`src/rtl/pong_pkg.sv`:
```
// Shared types and default configuration for the score keeper.
package pong_pkg;

  // Game-flow states of the score keeper.
  typedef enum logic [1:0] {
    IDLE    = 2'd0,
    RALLY   = 2'd1,
    PENDING = 2'd2,
    OVER    = 2'd3
  } game_state_e;

  localparam int DEF_NUM_PLAYERS = 2;
  localparam int DEF_SCORE_W     = 8;
  localparam int DEF_WIN_SCORE   = 11;

endpackage : pong_pkg

```
`src/rtl/score_keeper_multi_if.sv`:
```
// Game-event inputs and scoreboard outputs of the score keeper, bundled.
interface score_keeper_multi_if
  import pong_pkg::*;
#(
  parameter int NUM_PLAYERS = DEF_NUM_PLAYERS,
  parameter int SCORE_W     = DEF_SCORE_W
);
  localparam int IDX_W = $clog2(NUM_PLAYERS);

  logic                           game_start;
  logic [NUM_PLAYERS-1:0]         hit;
  logic                           point_lost;
  logic [9:0]                     x_pixel;
  logic [NUM_PLAYERS*SCORE_W-1:0] scores;
  logic [IDX_W-1:0]               last_hitter;
  logic                           hitter_valid;
  logic                           point_strobe;
  logic                           game_over;
  logic [IDX_W-1:0]               winner;

  // Game logic / video side: produces events, consumes the scoreboard.
  modport master (
    output game_start, hit, point_lost, x_pixel,
    input  scores, last_hitter, hitter_valid, point_strobe, game_over, winner
  );

  // Score keeper side.
  modport slave (
    input  game_start, hit, point_lost, x_pixel,
    output scores, last_hitter, hitter_valid, point_strobe, game_over, winner
  );

endinterface : score_keeper_multi_if

```
`src/rtl/score_counter.sv`:
```
// Saturating up-counter for one player's score, with synchronous clear.
module score_counter #(
  parameter int SCORE_W = 8
) (
  input  logic               clk,
  input  logic               rst_n,
  input  logic               clr,
  input  logic               inc,
  output logic [SCORE_W-1:0] count
);

  logic [SCORE_W-1:0] count_d, count_q;

  // Next count: clear wins, otherwise add one unless already at full scale.
  always_comb begin
    // NOTE: assigning a default first means every path writes count_d, so no latch is inferred.
    count_d = count_q;
    if (clr) begin
      count_d = '0;
    end else if (inc && (count_q != '1)) begin
      count_d = count_q + SCORE_W'(1);
    end
  end

  // Score register.
  always_ff @(posedge clk or negedge rst_n) begin
    // NOTE: sequential state uses non-blocking assignments so all flops sample pre-edge values.
    if (!rst_n) begin
      count_q <= '0;
    end else begin
      count_q <= count_d;
    end
  end

  assign count = count_q;

endmodule : score_counter

```
`src/rtl/score_keeper_multi.sv`:
```
// Multi-player pong score keeper: tracks the rally's last hitter, credits
// the point at the next line start after the ball is lost, and ends the
// game when a player reaches WIN_SCORE.
module score_keeper_multi
  import pong_pkg::*;
#(
  parameter int NUM_PLAYERS = DEF_NUM_PLAYERS,
  parameter int SCORE_W     = DEF_SCORE_W,
  parameter int WIN_SCORE   = DEF_WIN_SCORE
) (
  input  logic                 clk_25MHz,
  input  logic                 reset_n,
  score_keeper_multi_if.slave  bus
);

  localparam int IDX_W = $clog2(NUM_PLAYERS);

  // Reject configurations the scoring rules cannot honour.
  if ((WIN_SCORE < 1) || (WIN_SCORE > (2 ** SCORE_W) - 1)) begin : g_bad_win_score
    $error("score_keeper_multi: WIN_SCORE out of range for SCORE_W");
  end
  if ((NUM_PLAYERS < 2) || (NUM_PLAYERS > 4)) begin : g_bad_num_players
    $error("score_keeper_multi: NUM_PLAYERS must be 2..4");
  end

  game_state_e        state_d, state_q;
  logic [IDX_W-1:0]   last_hitter_d, last_hitter_q;
  logic               hitter_valid_d, hitter_valid_q;
  logic               point_strobe_d, point_strobe_q;
  logic               game_over_d, game_over_q;
  logic [IDX_W-1:0]   winner_d, winner_q;

  logic               any_hit;
  logic [IDX_W-1:0]   low_idx;
  logic               inc_en;
  logic               clr;
  logic [SCORE_W-1:0] score_arr [NUM_PLAYERS];
  logic [SCORE_W-1:0] cur_score;
  logic [SCORE_W-1:0] next_score;

  // Lowest-numbered paddle reporting a hit this cycle.
  always_comb begin
    low_idx = '0;
    for (int i = NUM_PLAYERS - 1; i >= 0; i--) begin
      if (bus.hit[i]) low_idx = IDX_W'(i);
    end
  end

  assign any_hit    = |bus.hit;
  assign cur_score  = score_arr[last_hitter_q];
  assign next_score = (cur_score == '1) ? cur_score : cur_score + SCORE_W'(1);

  // Next-state and output decisions; game_start overrides everything.
  always_comb begin
    state_d        = state_q;
    last_hitter_d  = last_hitter_q;
    hitter_valid_d = hitter_valid_q;
    point_strobe_d = 1'b0;
    game_over_d    = game_over_q;
    winner_d       = winner_q;
    inc_en         = 1'b0;
    clr            = 1'b0;

    if (bus.game_start) begin
      state_d        = IDLE;
      last_hitter_d  = '0;
      hitter_valid_d = 1'b0;
      game_over_d    = 1'b0;
      winner_d       = '0;
      clr            = 1'b1;
    end else begin
      unique case (state_q)
        IDLE: begin
          // A lost ball with nobody credited is not a point.
          if (any_hit) begin
            state_d        = RALLY;
            last_hitter_d  = low_idx;
            hitter_valid_d = 1'b1;
          end
        end
        RALLY: begin
          // Losing the ball outranks a simultaneous hit.
          if (bus.point_lost) begin
            state_d = PENDING;
          end else if (any_hit) begin
            last_hitter_d = low_idx;
          end
        end
        PENDING: begin
          // Commit at line start so the scoreboard changes between lines.
          if (bus.x_pixel == 10'd0) begin
            inc_en         = 1'b1;
            point_strobe_d = 1'b1;
            if (next_score >= SCORE_W'(WIN_SCORE)) begin
              state_d     = OVER;
              game_over_d = 1'b1;
              winner_d    = last_hitter_q;
            end else begin
              state_d        = IDLE;
              hitter_valid_d = 1'b0;
            end
          end
        end
        OVER: begin
          state_d = OVER;
        end
        default: state_d = IDLE;
      endcase
    end
  end

  // FSM state and registered outputs.
  always_ff @(posedge clk_25MHz or negedge reset_n) begin
    // NOTE: only control/score flops exist here; all are cleared by the async reset.
    if (!reset_n) begin
      state_q        <= IDLE;
      last_hitter_q  <= '0;
      hitter_valid_q <= 1'b0;
      point_strobe_q <= 1'b0;
      game_over_q    <= 1'b0;
      winner_q       <= '0;
    end else begin
      state_q        <= state_d;
      last_hitter_q  <= last_hitter_d;
      hitter_valid_q <= hitter_valid_d;
      point_strobe_q <= point_strobe_d;
      game_over_q    <= game_over_d;
      winner_q       <= winner_d;
    end
  end

  // One saturating counter per player.
  for (genvar g = 0; g < NUM_PLAYERS; g++) begin : g_player
    score_counter #(
      .SCORE_W (SCORE_W)
    ) u_score (
      .clk   (clk_25MHz),
      .rst_n (reset_n),
      .clr   (clr),
      .inc   (inc_en && (last_hitter_q == IDX_W'(g))),
      .count (score_arr[g])
    );
    assign bus.scores[g*SCORE_W +: SCORE_W] = score_arr[g];
  end

  assign bus.last_hitter  = last_hitter_q;
  assign bus.hitter_valid = hitter_valid_q;
  assign bus.point_strobe = point_strobe_q;
  assign bus.game_over    = game_over_q;
  assign bus.winner       = winner_q;

endmodule : score_keeper_multi
```
`src/flat_wrapper.sv`:
```
// flat-port wrapper written by rule: the top's interface ports become plain ports
module score_keeper_multi_flat import pong_pkg::*;
#(
  parameter int NUM_PLAYERS = DEF_NUM_PLAYERS,
  parameter int SCORE_W     = DEF_SCORE_W,
  parameter int WIN_SCORE   = DEF_WIN_SCORE
)
  (clk_25MHz, reset_n, bus_game_start, bus_hit, bus_point_lost, bus_x_pixel, bus_scores, bus_last_hitter, bus_hitter_valid, bus_point_strobe, bus_game_over, bus_winner);
  score_keeper_multi_if #(.NUM_PLAYERS(NUM_PLAYERS), .SCORE_W(SCORE_W)) bus_i ();
  input  logic clk_25MHz;
  input  logic reset_n;
  input wire logic [$bits(bus_i.game_start)-1:0] bus_game_start;
  input wire logic [$bits(bus_i.hit)-1:0] bus_hit;
  input wire logic [$bits(bus_i.point_lost)-1:0] bus_point_lost;
  input wire logic [$bits(bus_i.x_pixel)-1:0] bus_x_pixel;
  output wire logic [$bits(bus_i.scores)-1:0] bus_scores;
  output wire logic [$bits(bus_i.last_hitter)-1:0] bus_last_hitter;
  output wire logic [$bits(bus_i.hitter_valid)-1:0] bus_hitter_valid;
  output wire logic [$bits(bus_i.point_strobe)-1:0] bus_point_strobe;
  output wire logic [$bits(bus_i.game_over)-1:0] bus_game_over;
  output wire logic [$bits(bus_i.winner)-1:0] bus_winner;
  assign bus_i.game_start = bus_game_start;
  assign bus_i.hit = bus_hit;
  assign bus_i.point_lost = bus_point_lost;
  assign bus_i.x_pixel = bus_x_pixel;
  assign bus_scores = bus_i.scores;
  assign bus_last_hitter = bus_i.last_hitter;
  assign bus_hitter_valid = bus_i.hitter_valid;
  assign bus_point_strobe = bus_i.point_strobe;
  assign bus_game_over = bus_i.game_over;
  assign bus_winner = bus_i.winner;
  score_keeper_multi #(.NUM_PLAYERS(NUM_PLAYERS), .SCORE_W(SCORE_W), .WIN_SCORE(WIN_SCORE)) u_core (.clk_25MHz(clk_25MHz), .reset_n(reset_n), .bus(bus_i));
endmodule
```
`config.mk`:
```
export PLATFORM = sky130hd
export DESIGN_NAME = score_keeper_multi_flat
export DESIGN_NICKNAME = d
export VERILOG_FILES = /design/src/rtl/pong_pkg.sv /design/src/rtl/score_keeper_multi_if.sv /design/src/rtl/score_counter.sv /design/src/rtl/score_keeper_multi.sv /design/src/flat_wrapper.sv
export SDC_FILE = /design/constraint.sdc
export NUM_CORES = 1
export LEC_CHECK = 0
export CAP_MARGIN = 20
export CELL_PAD_IN_SITES_DETAIL_PLACEMENT = 0
export CELL_PAD_IN_SITES_GLOBAL_PLACEMENT = 2
export CORE_MARGIN = 5
export CORE_UTILIZATION = 26
export DETAILED_ROUTE_END_ITERATION = 6
export GPL_TIMING_DRIVEN = 0
export PLACE_DENSITY_LB_ADDON = 0.15
export REMOVE_ABC_BUFFERS = 1
export SLEW_MARGIN = 20
export SYNTH_ARGS = -nofsm -noshare
export SYNTH_HDL_FRONTEND = slang
export SYNTH_HIERARCHICAL = 1
export SYNTH_SLANG_ARGS = --single-unit
export TNS_END_PERCENT = 5
```
`constraint.sdc`:
```
create_clock -name clk_25MHz -period 2.9 [get_ports clk_25MHz]
set_clock_uncertainty 0.2 [all_clocks]
set_input_delay 0.58 -clock clk_25MHz [delete_from_list [all_inputs] [get_ports clk_25MHz]]
set_output_delay 0.58 -clock clk_25MHz [all_outputs]
set_load 0.02 [all_outputs]
```
Yosys cells after proc, flatten, opt, wreduce, memory -nomap -nowiden
Index checks and enable logic that the tools add are counted.
{"block": "word_totals", "out_inout_bits": 21, "romBits": 0, "ff_bits": 23, "wordCells": 81, "latchBits": 0, "mem_bits_rw": 0, "n_memories": 0}
{"block": "op_classes", "eq_ne": 11, "multipliers": 0, "n_mux": 37, "reduce_logical": 18, "n_div": 0, "bitwise_logic": 2, "magnitude_cmp": 2, "n_addsub": 3, "shift": 0}
{"op": "2-to-1 mux 8 bit", "count": 8}
{"op": "adder 8 x 1 -> 8 bit, second input constant", "count": 3}
{"op": "2-to-1 mux 1 bit", "count": 21}
{"op": "!= test 8 bit, second input constant", "count": 2}
{"op": "logical NOT 10 bit", "count": 1}
{"op": "2-to-1 mux 2 bit", "count": 5}
{"op": "nonzero test 2 bit", "count": 5}
{"op": "!= test 3 bit, second input constant", "count": 3}
{"op": "equality test 8 bit, second input constant", "count": 1}
{"op": ">= comparator 8 x 4 -> 1 bit, second input constant", "count": 1}
{"op": "case mux 2 bit (4 select lines)", "count": 1}
{"op": "!= test 3 x 2 -> 1 bit, second input constant", "count": 2}
{"op": "AND reduction 3 bit", "count": 2}
{"op": "nonzero test 3 bit", "count": 2}
{"op": "equality test 2 bit, second input constant", "count": 2}
{"op": "logical AND 1 bit", "count": 4}
{"op": "case mux 1 bit (2 select lines)", "count": 2}
{"op": "AND reduction 4 bit", "count": 1}
{"op": "equality test 2 x 1 -> 1 bit, second input constant", "count": 1}
{"op": ">= comparator 2 bit, second input constant", "count": 1}
{"op": "logical NOT 2 bit", "count": 1}
{"op": "NOT 1 -> 2 bit", "count": 1}
{"op": "AND reduction 2 bit", "count": 1}
{"op": "OR reduction 2 bit", "count": 1}
{"op": "NOT 1 bit", "count": 1}

Longest topological paths before layout
{"block": "depth", "depth_word": 11, "ltp_mapped": 10}

Cells and area by module
Netlist, hierarchy kept.
{"mod": "score_counter", "seq_area_each_um2": 200.2, "instances": 2, "cells_each": 49, "area_per_inst_um2": 464.2}
{"mod": "score_keeper_multi", "seq_area_each_um2": 175.2, "instances": 1, "cells_each": 66, "area_per_inst_um2": 555.5}

Least setup slack after synthesis
Ideal clock, no wire load.
{"block": "synth_path", "path_kind": "flip-flop to flip-flop", "start": "register u_core.last_hitter_q, in the netlist u_core/bus.last_hitter", "end": "register u_core.game_over_q, in the netlist u_core/bus.game_over", "t_arrival_ns": 2.535, "setup_slack_ns": 0.046, "path_stages_with_launch": 10, "setup_time_ns": 0.119, "path_cell_list": "dfrtp_1 > buf_6 > buf_2 > mux2_2 > ha_1 > and4b_1 > a311o_1 > or3b_1 > o211a_1 > o21ba_2"}
{"block": "synth_via", "elab_chain_cells": 9, "word_cells_on_any_way": 10, "classes_between": "add/sub (1); order compare (1); eq/ne (1); mux (4); bitwise (1); reduce/logical (2)"}
{"item": "start, declared", "line_no": "score_keeper_multi.sv:27", "source": "logic [IDX_W-1:0] last_hitter_d, last_hitter_q;"}
{"item": "start signal, assigned", "line_no": "score_keeper_multi.sv:124", "source": "last_hitter_q <= last_hitter_d;"}
{"item": "NOT 1 -> 2 bit (not written as such) (*)", "line_no": "score_keeper_multi.sv:50", "source": "assign cur_score = score_arr[last_hitter_q];"}
{"item": "2-to-1 mux 8 bit (not written as such) (*) (3 in series)", "line_no": "score_keeper_multi.sv:50"}
{"item": "adder 8 x 1 -> 8 bit or equality test 8 bit (tied branches)", "line_no": "score_keeper_multi.sv:51", "source": "assign next_score = (cur_score == '1) ? cur_score : cur_score + SCORE_W'(1);"}
{"item": "2-to-1 mux 8 bit (*)", "line_no": "score_keeper_multi.sv:51"}
{"item": ">= comparator 8 x 4 -> 1 bit (*)", "line_no": "score_keeper_multi.sv:94", "source": "if (next_score >= SCORE_W'(WIN_SCORE)) begin"}
{"item": "nonzero test 2 bit (no source line) (*)"}
{"item": "AND reduction 3 bit (no source line) (*)"}
{"item": "end signal, assigned", "line_no": "score_keeper_multi.sv:127", "source": "game_over_q <= game_over_d;"}
{"item": "end, declared", "line_no": "score_keeper_multi.sv:30", "source": "logic game_over_d, game_over_q;"}
Every way passes the cells marked *; elsewhere a longest branch is shown, timed or not. The select of a mux whose other input is x is not followed.
A chain may end at the register's enable or synchronous reset.

Worst setup path after layout
Same ends and word-level chain as after synthesis.

==> flow_metrics.env <==
export IMPL_num_vias=1376
export IMPL_final_hold_viol_count=0
export IMPL_synth_area_sq_um=1484
export IMPL_p_seq_share_pct=55.4
export IMPL_numCtsBuffers=3
export IMPL_worstPathArrival_ns=2.75
export IMPL_switching_share_pct=24.69
export IMPL_final_area_sq_um=2023
export IMPL_wl_per_cell_microns=14.96
export IMPL_wl_mm=4.100
export IMPL_cp_max_fo=17
export IMPL_final_max_slew_violation_count=0
export IMPL_ctsHtreeMaxLevel=1
export IMPL_synthArstFlopShare_pct=100.0
export IMPL_p_total_mw=0.6088
export IMPL_reg2reg_from="u_core/bus.last_hitter"
export IMPL_grt_use_met1_pct=15.90
export IMPL_p_switching_mw=0.1503
export IMPL_relSlewSlack_pct=60.32
export IMPL_syn_inst=164
export IMPL_multi_input_area_sq_um=904.6
export IMPL_finalCritPeriodShare_pct=96.01
export IMPL_cts_root_buf="clkbuf_8"
export IMPL_tns_ns=0
export IMPL_die_area_sq_um=7318
export IMPL_ys_flop_type="dfrtp_1"
export IMPL_yosysTopAreaCell="dfrtp_1"
export IMPL_fin_nets=222
export IMPL_fill_cells=580
export IMPL_synth_edf_count=0
export IMPL_synth_yosys_seq_area_share_pct=38.79
export IMPL_syn_area_per_cell_sq_um=9.048
export IMPL_start_util_pct=26.78
export IMPL_synth_area_top_cells="dfrtp_1, mux2_2, a21oi_1, nand2b_1, nor3_1"
export IMPL_grt_pass1_vias=1386
export IMPL_drc=0
export IMPL_yosysWarnings=6
export IMPL_boundaryPins=37
export IMPL_drt_iter0_markers=61
export IMPL_die_w_microns=85.55
export IMPL_worst_pin_slew_ns=0.5953
export IMPL_hold_slack_ns=0.09560
export IMPL_p_comb_share_pct=11.4
export IMPL_use_met2_pct=18.50
export IMPL_first_pass_iters=4
export IMPL_antenna_found_initial=0
export IMPL_maxCapViolations=0
export IMPL_core_area_sq_um=5540
export IMPL_min_period_ns=2.784
export IMPL_yosys_area_share_simple_pct=31.79
export IMPL_path_clk_slew_ns=0.08
export IMPL_hpwlAfterDp_mm=2.857
export IMPL_cellPowerDensity_nw_per_um2=300.9
export IMPL_placed_area_sq_um=1892
export IMPL_startpoint="u_core/bus.last_hitter"
export IMPL_clk_path_buf_depth=2
export IMPL_port_buffers=36
export IMPL_synth_top_family_by_area="simple AND/OR/NAND/NOR gates"
export IMPL_grt_use_met3_pct=2.113
export IMPL_worstPathRequired_ns=2.86
export IMPL_ys_seq_elements=23
export IMPL_gp_congestion=0.6894
export IMPL_pre_cts_ws_ns=-0.8079
export IMPL_seqCellArea_sq_um=576.8
export IMPL_synthAdderAreaFrac_pct=2.530
export IMPL_rows=27
export IMPL_fmax_mhz=359.1
export IMPL_grt_max_degree=33
export IMPL_synth_compound_area_share_pct=15.18
export IMPL_drive_gt1_share_pct=15.84
export IMPL_synth_cell_type_count=41
export IMPL_cts_sinks=23
export IMPL_finalSetupViolCount=0
export IMPL_grt_overflow_total=0
export IMPL_yosysTopAreaCellShare_pct=38.79
export IMPL_status="completed"
export IMPL_num_antenna_cells=0
export IMPL_yosysMostFrequentCell="dfrtp_1"
export IMPL_p_int_mw=0.4585
export IMPL_cts_tree="done"
export IMPL_area_growth_synth_to_final_pct=36.34
export IMPL_path_class="reg2reg"
export IMPL_fin_ws_ns=0.1156
export IMPL_worst_setup_path_end_kind="flip-flop"
export IMPL_synth_xor_area_share_pct=0
export IMPL_drtAntennaViolNets=0
export IMPL_grt_pass1_wl_mm=6.886
export IMPL_peakVddDrop_uv=185.6
export IMPL_clk_latency_ns=0.26
export IMPL_yosys_mux_area_fraction_pct=7.926
export IMPL_leakagePower_nw=0.7689
export IMPL_cp_start_kind="flip-flop"
export IMPL_fp_dieH_microns=85.55
export IMPL_vias_per_cell=5.022
export IMPL_synth_common_cells="dfrtp_1, a21oi_1, nor2_1, nor3_1, nand2_1"
export IMPL_hp_class="in2async"
export IMPL_gr_max_usage_layer="met2"
export IMPL_grt_usage_pct=11.52
export IMPL_pwr_share_clk_pct=33.2
path summary, 6_finish.rpt:
kind                                                  endpoint  slack (ns)  cells after the start
setup / recovery                          u_core/bus.game_over        0.12                      7
setup reg to reg                          u_core/bus.game_over        0.12                      7
max in group asynchronous               u_core/bus.last_hitter        2.00                      1
hold reg to reg                           u_core/bus.game_over        0.32                      1
min in group clk_25MHz                    u_core/bus.game_over        0.32                      1
hold / removal             u_core/g_player[1].u_score/count[2]         0.1                      1
cells in the final DEF (no fill, tap or decap), types with 6 or more instances in the layout:
cell and n:
nor3_1 10, mux2_2 6, nor2b_1 7, clkdlybuf4s50_1 34, nand2b_1 9, nor2_1 9, nand2_1 9, dfrtp_1 22
a21oi_1 12
per-stage QoR:
| stage | instances | util [%] |
|---|---|---|
| after CTS | 269 | 35.43 |
| after global routing | 274 | 36.52 |
| final | 274 | 36.52 |
| after floorplan | 157 | - |
| after global placement | 265 | 34.24 |
| after detailed placement | 265 | 34.15 |
logic make-up after synthesis:
logic type | count (synthesis)
buffers and inverters | 12
adders and majority gates | 3
AOI/OAI and AO/OA | 34
and+or+nand+nor | 81
DFF | 23
muxes | 11
metal layers:
layer  wire length [microns]  vias to the layer above
met5                       0                        -
met3                     122                        2
li1                        -                      688
met1                    2002                      665
met2                    1951                       21
met4                      23                        0
critical path, stage by stage, from the launching register on:
cell	delay, ns
dfrtp_2	0.61
mux2_2	0.38
ha_1	0.30
and4b_1	0.19
a311o_1	0.30
or3b_1	0.36
o211a_1	0.14
o21ba_2	0.19
power by group through the flow:
stage | combinational, mW | sequential (mW) | clock, mW
floorplan | 0.0205 | 0.343 | 0
global placement | 0.0664 | 0.343 | 0
detailed placement | 0.0659 | 0.343 | 0
CTS | 0.0676 | 0.337 | 0.218
global route | 0.0768 | 0.339 | 0.230
finish | 0.0692 | 0.338 | 0.202
repair_timing:
item                                    4_1_cts  5_1_grt
buffers inserted                              0        5
endpoints found under the setup margin       13        8
resized for setup                             8        6
pin swaps                                     0        3
hold buffers                                  0        0
layout make-up:
cell class	instances	area share [%]
clock buffer	4	2.226
inverter	5	0.9276
multi-input combinational	129	44.71
sequential	23	28.51
tap	72	4.453
timing repair buffer	41	19.17
state kept, by name, indices dropped and copies added (netlist names):
name	flops
u_core/state_q	2
u_core/bus.hitter_valid	1
u_core/bus.point_strobe	1
u_core/bus.winner	1
u_core/g_player.u_score/count	16
u_core/bus.last_hitter	1
u_core/bus.game_over	1
Note: power is estimated with default switching activity, not from simulation.
